## src/rtl/clz_normalizer_pkg.sv

```systemverilog
// Shared types and constants for the multi-cycle leading-zero normalizer.
package clz_normalizer_pkg;

  localparam int unsigned DATA_W = 32;
  localparam int unsigned CNT_W  = 6;

  // Count reported for an all-zero operand
  localparam logic [CNT_W-1:0] ZERO_CNT = 6'd32;

  typedef enum logic [1:0] {
    S_IDLE  = 2'd0,
    S_COUNT = 2'd1,
    S_SHIFT = 2'd2,
    S_DONE  = 2'd3
  } state_e;

endpackage

```

## src/rtl/clz_normalizer_if.sv

```systemverilog
// Start/busy/done handshake and data bus of the normalizer.
interface clz_normalizer_if;
  import clz_normalizer_pkg::*;

  logic              start;
  logic [DATA_W-1:0] a;
  logic              busy;
  logic              done;
  logic [DATA_W-1:0] result;
  logic [CNT_W-1:0]  count;
  logic              zero;

  modport master (output start, a, input busy, done, result, count, zero);
  modport slave  (input start, a, output busy, done, result, count, zero);

endinterface

```

## src/rtl/clz_normalizer_clz.sv

```systemverilog
// Combinational leading-zero counter; reports DATA_W for an all-zero input.
module clz_normalizer_clz
  import clz_normalizer_pkg::*;
(
  input  logic [DATA_W-1:0] value,
  output logic [DATA_W-1:0] clz_c
);

  // Ascending scan so the highest set bit determines the count
  always_comb begin
    clz_c = DATA_W'(DATA_W);
    for (int i = 0; i < DATA_W; i++) begin
      if (value[i]) clz_c = DATA_W'(DATA_W - 1 - i);
    end
  end

endmodule

```

## src/rtl/clz_normalizer.sv

```systemverilog
// Multi-cycle normalizer: counts leading zeros once, then shifts left by at
// most STEP bits per cycle until the MSB is set.
module clz_normalizer
  import clz_normalizer_pkg::*;
#(
  parameter int unsigned STEP = 4
) (
  input  logic             clk,
  input  logic             reset,
  clz_normalizer_if.slave  bus
);

  localparam logic [CNT_W-1:0] STEP_CNT = CNT_W'(STEP);

  state_e                    state_q, state_d;
  logic [DATA_W-1:0]         operand_q, operand_d;
  logic [DATA_W-1:0]         result_q, result_d;
  logic [CNT_W-1:0]          rem_q, rem_d;
  logic [CNT_W-1:0]          count_q, count_d;
  logic                      zero_q, zero_d;
  logic                      busy_q, busy_d;
  logic                      done_q, done_d;

  logic [DATA_W-1:0]         clz_full;
  logic [CNT_W-1:0]          clz_cnt;
  logic [DATA_W-CNT_W-1:0]   unused_clz_hi;
  logic [CNT_W-1:0]          sh;
  logic [CNT_W-1:0]          rem_next;
  logic [DATA_W-1:0]         shifted;

  clz_normalizer_clz u_clz (
    .value (operand_q),
    .clz_c (clz_full)
  );

  assign clz_cnt       = clz_full[CNT_W-1:0];
  assign unused_clz_hi = clz_full[DATA_W-1:CNT_W];

  // Small shifter: only distances 0..STEP are built
  always_comb begin
    sh      = (rem_q < STEP_CNT) ? rem_q : STEP_CNT;
    shifted = operand_q;
    for (int unsigned i = 1; i <= STEP; i++) begin
      if (sh == CNT_W'(i)) shifted = operand_q << i;
    end
  end

  assign rem_next = rem_q - sh;

  // Next-state and datapath update; result is loaded on entry to DONE so it
  // is already valid while done is high
  always_comb begin
    state_d   = state_q;
    operand_d = operand_q;
    rem_d     = rem_q;
    count_d   = count_q;
    zero_d    = zero_q;
    result_d  = result_q;

    case (state_q)
      S_IDLE: begin
        if (bus.start) begin
          operand_d = bus.a;
          state_d   = S_COUNT;
        end
      end
      S_COUNT: begin
        count_d = clz_cnt;
        rem_d   = clz_cnt;
        zero_d  = (clz_cnt == ZERO_CNT);
        if (clz_cnt == '0 || clz_cnt == ZERO_CNT) begin
          result_d = operand_q;
          state_d  = S_DONE;
        end else begin
          state_d  = S_SHIFT;
        end
      end
      S_SHIFT: begin
        operand_d = shifted;
        rem_d     = rem_next;
        if (rem_next == '0) begin
          result_d = shifted;
          state_d  = S_DONE;
        end
      end
      S_DONE:  state_d = S_IDLE;
      default: state_d = S_IDLE;
    endcase

    busy_d = (state_d != S_IDLE);
    done_d = (state_d == S_DONE);
  end

  always_ff @(posedge clk) begin
    if (reset) begin
      state_q   <= S_IDLE;
      operand_q <= '0;
      rem_q     <= '0;
      count_q   <= '0;
      zero_q    <= 1'b0;
      result_q  <= '0;
      busy_q    <= 1'b0;
      done_q    <= 1'b0;
    end else begin
      state_q   <= state_d;
      operand_q <= operand_d;
      rem_q     <= rem_d;
      count_q   <= count_d;
      zero_q    <= zero_d;
      result_q  <= result_d;
      busy_q    <= busy_d;
      done_q    <= done_d;
    end
  end

  assign bus.busy   = busy_q;
  assign bus.done   = done_q;
  assign bus.result = result_q;
  assign bus.count  = count_q;
  assign bus.zero   = zero_q;

endmodule

```

## src/flat_wrapper.sv

```systemverilog
// flat-port wrapper written by rule: the top's interface ports become plain ports
module clz_normalizer_flat import clz_normalizer_pkg::*;
#(
  parameter int unsigned STEP = 4
)
  (clk, reset, bus_start, bus_a, bus_busy, bus_done, bus_result, bus_count, bus_zero);
  clz_normalizer_if bus_i ();
  input  logic clk;
  input  logic reset;
  input wire logic [$bits(bus_i.start)-1:0] bus_start;
  input wire logic [$bits(bus_i.a)-1:0] bus_a;
  output wire logic [$bits(bus_i.busy)-1:0] bus_busy;
  output wire logic [$bits(bus_i.done)-1:0] bus_done;
  output wire logic [$bits(bus_i.result)-1:0] bus_result;
  output wire logic [$bits(bus_i.count)-1:0] bus_count;
  output wire logic [$bits(bus_i.zero)-1:0] bus_zero;
  assign bus_i.start = bus_start;
  assign bus_i.a = bus_a;
  assign bus_busy = bus_i.busy;
  assign bus_done = bus_i.done;
  assign bus_result = bus_i.result;
  assign bus_count = bus_i.count;
  assign bus_zero = bus_i.zero;
  clz_normalizer #(.STEP(STEP)) u_core (.clk(clk), .reset(reset), .bus(bus_i));
endmodule
```

## config.mk

```make
export PLATFORM = sky130hd
export DESIGN_NAME = clz_normalizer_flat
export DESIGN_NICKNAME = d
export VERILOG_FILES = /design/src/rtl/clz_normalizer_pkg.sv /design/src/rtl/clz_normalizer_if.sv /design/src/rtl/clz_normalizer_clz.sv /design/src/rtl/clz_normalizer.sv /design/src/flat_wrapper.sv
export SDC_FILE = /design/constraint.sdc
export NUM_CORES = 1
export LEC_CHECK = 0
export ABC_AREA = 1
export CAP_MARGIN = 20
export CORE_MARGIN = 2
export CORE_UTILIZATION = 35
export DETAILED_ROUTE_END_ITERATION = 16
export PLACE_DENSITY_LB_ADDON = 0.1
export SETUP_SLACK_MARGIN = 0.4
export SYNTH_ARGS = -nofsm -noshare
export SYNTH_HDL_FRONTEND = slang
export SYNTH_SLANG_ARGS = --single-unit
```

## constraint.sdc

```tcl
create_clock -name clk -period 2.3 [get_ports clk]
set_input_delay 0.69 -clock clk [delete_from_list [all_inputs] [get_ports clk]]
set_output_delay 0.69 -clock clk [all_outputs]
set_load 0.02 [all_outputs]
```

==> results of run 1 <==
per-stage QoR:
step           instances  worst slack, ps
6_report            1116             -442
5_1_grt             1116             -786
4_1_cts             1113             -377
3_5_place_dp        1077             -494
3_3_place_gp        1077             -518
2_1_floorplan        771            -58.2
cells in the mapped netlist, types with 2 or more instances:
cell type  number  share of area
a21oi_1       137           0.13
a221oi_1       58          0.099
buf_1           3         0.0022
buf_2           3         0.0029
buf_6           6          0.013
clkbuf_1       51          0.037
dfxtp_1        81           0.32
ha_1            4         0.0098
inv_1          83          0.061
inv_2           5         0.0037
nand2_1        99          0.073
nand3_1        42          0.041
nor2_1         92          0.067
nor2_2          2         0.0024
nor3_1          5         0.0049
nor4_1          4         0.0049
o2111ai_1       2         0.0034
o211ai_1        3         0.0044
o21a_1          3         0.0044
o21ai_0        46          0.045
o221ai_1       27          0.046
o311ai_0        2         0.0034
xor2_1          2         0.0034
report_power, final:
group | switching (mW) | internal, mW | total [mW] | leakage (nW)
combinational | 6.45 | 4.61 | 11.1 | 2.51
sequential | 0.394 | 1.96 | 2.35 | 0.672
clock | 0.658 | 0.851 | 1.51 | 0.143
total | 7.50 | 7.42 | 14.9 | 3.33
how the worst max path moves through the flow:
stage / endpoint / slack (ps) / depth (start not counted)
floorplan: u_core.bus.result[10] / -60 / 37
global placement: u_core.bus.result[12] / -520 / 20
detailed placement: u_core.bus.result[22] / -490 / 20
CTS: u_core.bus.result[22] / -380 / 36
global route: u_core.bus.result[21] / -790 / 36
finish: u_core.bus.result[22] / -440 / 36
kinds of logic after synthesis:
logic type | after synthesis
AND/OR/NAND/NOR | 247
AO/OA/AOI/OAI | 284
flip-flops | 81
buffers and inverters | 152
XOR/XNOR | 2
adder cells (fa/ha/maj) | 4
other | 1
worst max-delay path, delay by kind of cell, from the launching register on:
kind / cells / cell delay (ps)
buffers and inverters: 1 / 50
DFF: 1 / 320
and+or+nand+nor: 34 / 1990
AOI/OAI and AO/OA: 1 / 220
registers in the layout, indices dropped and copies added (netlist names):
signal,count
u_core.bus.result,32
u_core.operand_q,32
u_core.bus.count,6
u_core.rem_q,6
u_core.state_q,2
u_core.bus.busy,1
u_core.bus.done,1
u_core.bus.zero,1
area by class of cell:
cell class | count | area, µm² | share of cell area
Clock inverter | 7 | 76.3 | 0.00947
Sequential cell | 81 | 1630 | 0.203
Inverter | 89 | 347 | 0.0430
Clock buffer | 9 | 225 | 0.0280
Multi-Input combinational cell | 539 | 3600 | 0.447
Timing Repair Buffer | 206 | 1940 | 0.240
Timing Repair inverter | 1 | 7.51 | 0.000932
Tap cell | 184 | 230 | 0.0286
per-layer routing:
layer / GRT usage / routed length [µm]
met1: 0.313 / 8660
met2: 0.416 / 9440
met3: 0.0518 / 858
met4: 0.0719 / 325
met5: 0 / 0
timing repair:
action	4_1_cts	5_1_grt
endpoints found under the setup margin	119	80
buffers inserted	16	3
gates cloned	4	0
gates resized for setup	157	64
pin swaps	48	44
==> impl_metrics.env, run 1 <==
export IMPL_run_status="complete, but fails checks"
export IMPL_violations="setup timing"
export IMPL_first_pass_iters=5
export IMPL_power_per_cell_area_nw_per_um2=1850
export IMPL_clk_transition_reported_paths_ps=70
export IMPL_cpPeakStageDelay_ps=320
export IMPL_diodes=0
export IMPL_fp_dieH_um=125
export IMPL_synthMuxAreaShare=0
export IMPL_start_kind="flip-flop"
export IMPL_vias=6225
export IMPL_layout_worst_path_cycle_share=1.19
export IMPL_die_area_um2=15600
export IMPL_routedWlPerCell_um=17.3
export IMPL_holdPathEnd="u_core.rem_q[4]"
export IMPL_cp_end_kind="flip-flop"
export IMPL_io_buffer_count=75
export IMPL_final_cell_mix="a21oi_1 (126), buf_4 (103), nand2_1 (94)"
export IMPL_numCtsBuffers=9
export IMPL_clkLatencyLatePin_ps=350
export IMPL_synth_compound_area_frac=0.348
export IMPL_layout_commonest_cell="a21oi_1"
export IMPL_setup_slack_ps=-442
export IMPL_grt_setup_unrepaired="yes"
export IMPL_hold_depth=2
export IMPL_synthSimpleGateAreaFrac=0.200
export IMPL_cts_buffer_depth=2
export IMPL_io_pins=76
export IMPL_synth_ff_type="dfxtp_1"
export IMPL_rows=44
export IMPL_critPathMaxFanout=32
export IMPL_reg2reg_depth=36
export IMPL_cts_root_buf="clkbuf_16"
export IMPL_finalSetupViolations=64
export IMPL_fin_nets=966
export IMPL_crit_arrival_ps=2980
export IMPL_startpoint="u_core.operand_q[1]"
export IMPL_synth_top_family_by_area="compound AO/OA/AOI/OAI gates"
export IMPL_rr_startpoint="u_core.operand_q[1]"
export IMPL_fmax_mhz=365
export IMPL_required_ps=2540
export IMPL_drc=0
export IMPL_hold_viol_final=0
export IMPL_syn_inst=771
export IMPL_slew_headroom=0.478
export IMPL_place_area_um2=6840
export IMPL_rrSetupSlack_ps=-440
export IMPL_maxCapViolations=0
export IMPL_postLayoutCellArea_um2=8060
export IMPL_cts_hold_buf=0
export IMPL_syn_area_um2=5120
export IMPL_cp_common_cell="nand2_1"
export IMPL_crit_type="reg2reg"
export IMPL_die_w_um=125
export IMPL_grt_usage=0.245
export IMPL_synth_edf_count=0
export IMPL_setup_tns_ps=-16220
export IMPL_fillerInstances=1386
export IMPL_synth_seq_cells=81
export IMPL_syn_to_final_growth_pct=57.2
export IMPL_syn_area_per_cell_um2=6.65
export IMPL_grt_max_degree=43
export IMPL_worstHoldPathType="reg2reg"
export IMPL_core_area_um2=14400
export IMPL_peakVddDrop_uv=1040
export IMPL_hp_start="u_core.rem_q[4]"
export IMPL_yosysSeqAreaShare=0.316
export IMPL_dp_hpwl_um=12600
export IMPL_start_util=0.355
export IMPL_grt_pass1_vias=6361
export IMPL_synth_xor_area_share=0.00342
export IMPL_tightest_slew_ps=784
export IMPL_synth_fa_ha_area_frac=0.00977
export IMPL_wl_um=19300
export IMPL_clock_sinks=81
export IMPL_fin_util=0.559
export IMPL_rr_endpoint="u_core.bus.result[22]"
export IMPL_ant_nets=0
export IMPL_p_leak_nw=3.33
export IMPL_slew_viol_final=0
export IMPL_grt_first_pass_wirelength_um=31500
export IMPL_drive_above_1_share=0.307
export IMPL_grt_overflow_total=0
export IMPL_power_mw=14.9
export IMPL_syn_num_nets=810
export IMPL_synth_warnings=0
export IMPL_cts_tree="yes"
export IMPL_synthArstFlopShare=0
export IMPL_drt_iter0_drc=489
export IMPL_antenna_found_initial=0
export IMPL_htreeDepth=3
export IMPL_avgViaCountPerCell=5.58
export IMPL_period_minus_slack_ps=2740
export IMPL_cpMaxStageDelayCell="dfxtp_2"
export IMPL_hold_slack_ps=473
export IMPL_gp_congestion=0.894
export IMPL_ys_types=34
export IMPL_fin_skew_ps=7.70
Note: power is estimated with default switching activity, not from simulation.
==> inputs of run 2 (changes only) <==
- clock period: 2.3 -> 3.4 ns (I/O delays scaled with it)
==> impl_metrics.env, run 2 (same netlist as run 1, synthesis figures left out) <==
export IMPL_postLayoutCellArea_um2=6550
export IMPL_run_status="finished clean"
export IMPL_vias=5720
export IMPL_layout_worst_path_cycle_share=0.871
export IMPL_cts_root_buf="clkbuf_16"
export IMPL_die_area_um2=15600
export IMPL_drive_above_1_share=0.0988
export IMPL_slew_headroom=0.0653
export IMPL_maxCapViolations=0
export IMPL_period_minus_slack_ps=2960
export IMPL_clkLatencyLatePin_ps=350
export IMPL_setup_slack_ps=438
export IMPL_ant_nets=0
export IMPL_first_pass_iters=5
export IMPL_cpPeakStageDelay_ps=430
export IMPL_avgViaCountPerCell=5.70
export IMPL_numCtsBuffers=9
export IMPL_reg2reg_depth=19
export IMPL_clock_sinks=81
export IMPL_drt_iter0_drc=492
export IMPL_core_area_um2=14400
export IMPL_hold_depth=2
export IMPL_layout_commonest_cell="a21oi_1"
export IMPL_tightest_slew_ps=1400
export IMPL_finalSetupViolations=0
export IMPL_dp_hpwl_um=11300
export IMPL_clk_transition_reported_paths_ps=70
export IMPL_cts_buffer_depth=2
export IMPL_hold_slack_ps=471
export IMPL_crit_arrival_ps=3210
export IMPL_routedWlPerCell_um=17.2
export IMPL_gp_congestion=0.869
export IMPL_worstHoldPathType="reg2reg"
export IMPL_critPathMaxFanout=8
export IMPL_startpoint="u_core.operand_q[0]"
export IMPL_slew_viol_final=0
export IMPL_cts_hold_buf=0
export IMPL_io_buffer_count=75
export IMPL_fin_nets=854
export IMPL_crit_type="reg2reg"
export IMPL_rr_startpoint="u_core.operand_q[0]"
export IMPL_fin_skew_ps=6.95
export IMPL_hp_start="u_core.bus.count[5]"
export IMPL_fp_dieH_um=125
export IMPL_hold_viol_final=0
export IMPL_grt_setup_unrepaired="yes"
export IMPL_cp_end_kind="flip-flop"
export IMPL_rows=44
export IMPL_syn_to_final_growth_pct=27.9
export IMPL_crit_family="simple AND/OR/NAND/NOR gates"
export IMPL_grt_first_pass_wirelength_um=27100
export IMPL_preCtsSetupSlack_ps=408
export IMPL_power_per_cell_area_nw_per_um2=1260
export IMPL_power_mw=8.24
export IMPL_grt_usage=0.209
export IMPL_final_cell_mix="a21oi_1 (126), nand2_1 (96), nor2_1 (89)"
export IMPL_grt_max_degree=65
export IMPL_cp_common_cell="nand2_1"
export IMPL_fmax_mhz=338
export IMPL_crit_chain="nor2_1 > inv_1 > a311oi_1 > o311ai_0 > nand3_1 > nand3_1 > nand3_1 > nand2_1 > nand2_1 > nand2_1 > nand2_1 > nand2_1 > nand2_1 > a21oi_1 > nor2_1 > nand2_8 > nand2_4 > a21oi_1 > nor2_1"
export IMPL_htreeDepth=3
export IMPL_cpMaxStageDelayCell="o311ai_0"
export IMPL_peakVddDrop_uv=489
export IMPL_crit_buf_inv=1
export IMPL_diodes=0
export IMPL_grt_overflow_total=0
export IMPL_start_kind="flip-flop"
export IMPL_wl_um=17300
export IMPL_antenna_found_initial=0
export IMPL_io_pins=76
export IMPL_start_util=0.355
export IMPL_crit_cells=19
export IMPL_die_w_um=125
export IMPL_drc=0
export IMPL_cts_tree="yes"
export IMPL_p_leak_nw=2.44
export IMPL_grt_pass1_vias=5300
export IMPL_place_area_um2=5960
export IMPL_required_ps=3650
export IMPL_setup_tns_ps=0
## run 2: cell types whose count changed in the layout (fill, tap and decap cells not counted), moves of 9 or more
cell,delta
buf_4,-89
clkdlybuf4s50_1,+41
dlygate4sd2_1,-41
a221oi_1,+39
a221oi_2,-39
o21ai_0,+21
buf_6,-11
o221ai_1,+11
buf_12,-10
nor2_1,+10
o221ai_2,-10
o21ai_2,-9
## run 2: routing by layer
metal | share of wire | up-vias | track usage
met1 | 0.46 | 2667 | 0.291
met3 | 0.066 | 23 | 0.0436
met2 | 0.45 | 210 | 0.313
met5 | 0 | - | 0
met4 | 0.023 | 0 | 0.0876
li1 | - | 2820 | -
## run 2: power breakdown
group          internal [mW]  switching (mW)
Combinational           1.88            3.49
Clock                  0.742           0.429
Sequential              1.33           0.366
Total                   3.95            4.29
## run 2: what timing repair did
item                                    in CTS  in global routing
resized for setup                            0                 43
endpoints found under the setup margin       0                 63
buffers inserted                             0                  3
## run 2: cell type report
cell class | instances | area, µm²
clock buffer | 10 | 239
clock inverter | 6 | 113
fill | 1475 | 7870
inverter | 89 | 339
multi-input combinational | 543 | 3110
sequential | 81 | 1630
tap | 184 | 230
timing repair buffer | 91 | 896
## run 2: worst register-to-register path, delay by kind of cell (launching register included)
| family | cells | cell delay [ps] |
|---|---|---|
| DFF | 1 | 380 |
| AOI/OAI and AO/OA | 4 | 1060 |
| buffers and inverters | 1 | 70 |
| and+or+nand+nor | 14 | 1360 |
## run 2: path summary, 6_finish.rpt
kind                          endpoint  slack (ps)
setup reg to reg  u_core.bus.result[2]         440
hold reg to reg    u_core.bus.count[5]         470
hold / removal     u_core.bus.count[5]         470
setup / recovery  u_core.bus.result[2]         440
## run 2: through the flow
stage | std cells | utilization
floorplan | 771 | -
global placement | 980 | 0.413
finish | 1004 | 0.454
detailed placement | 980 | 0.413
CTS | 996 | 0.438
global route | 1004 | 0.454
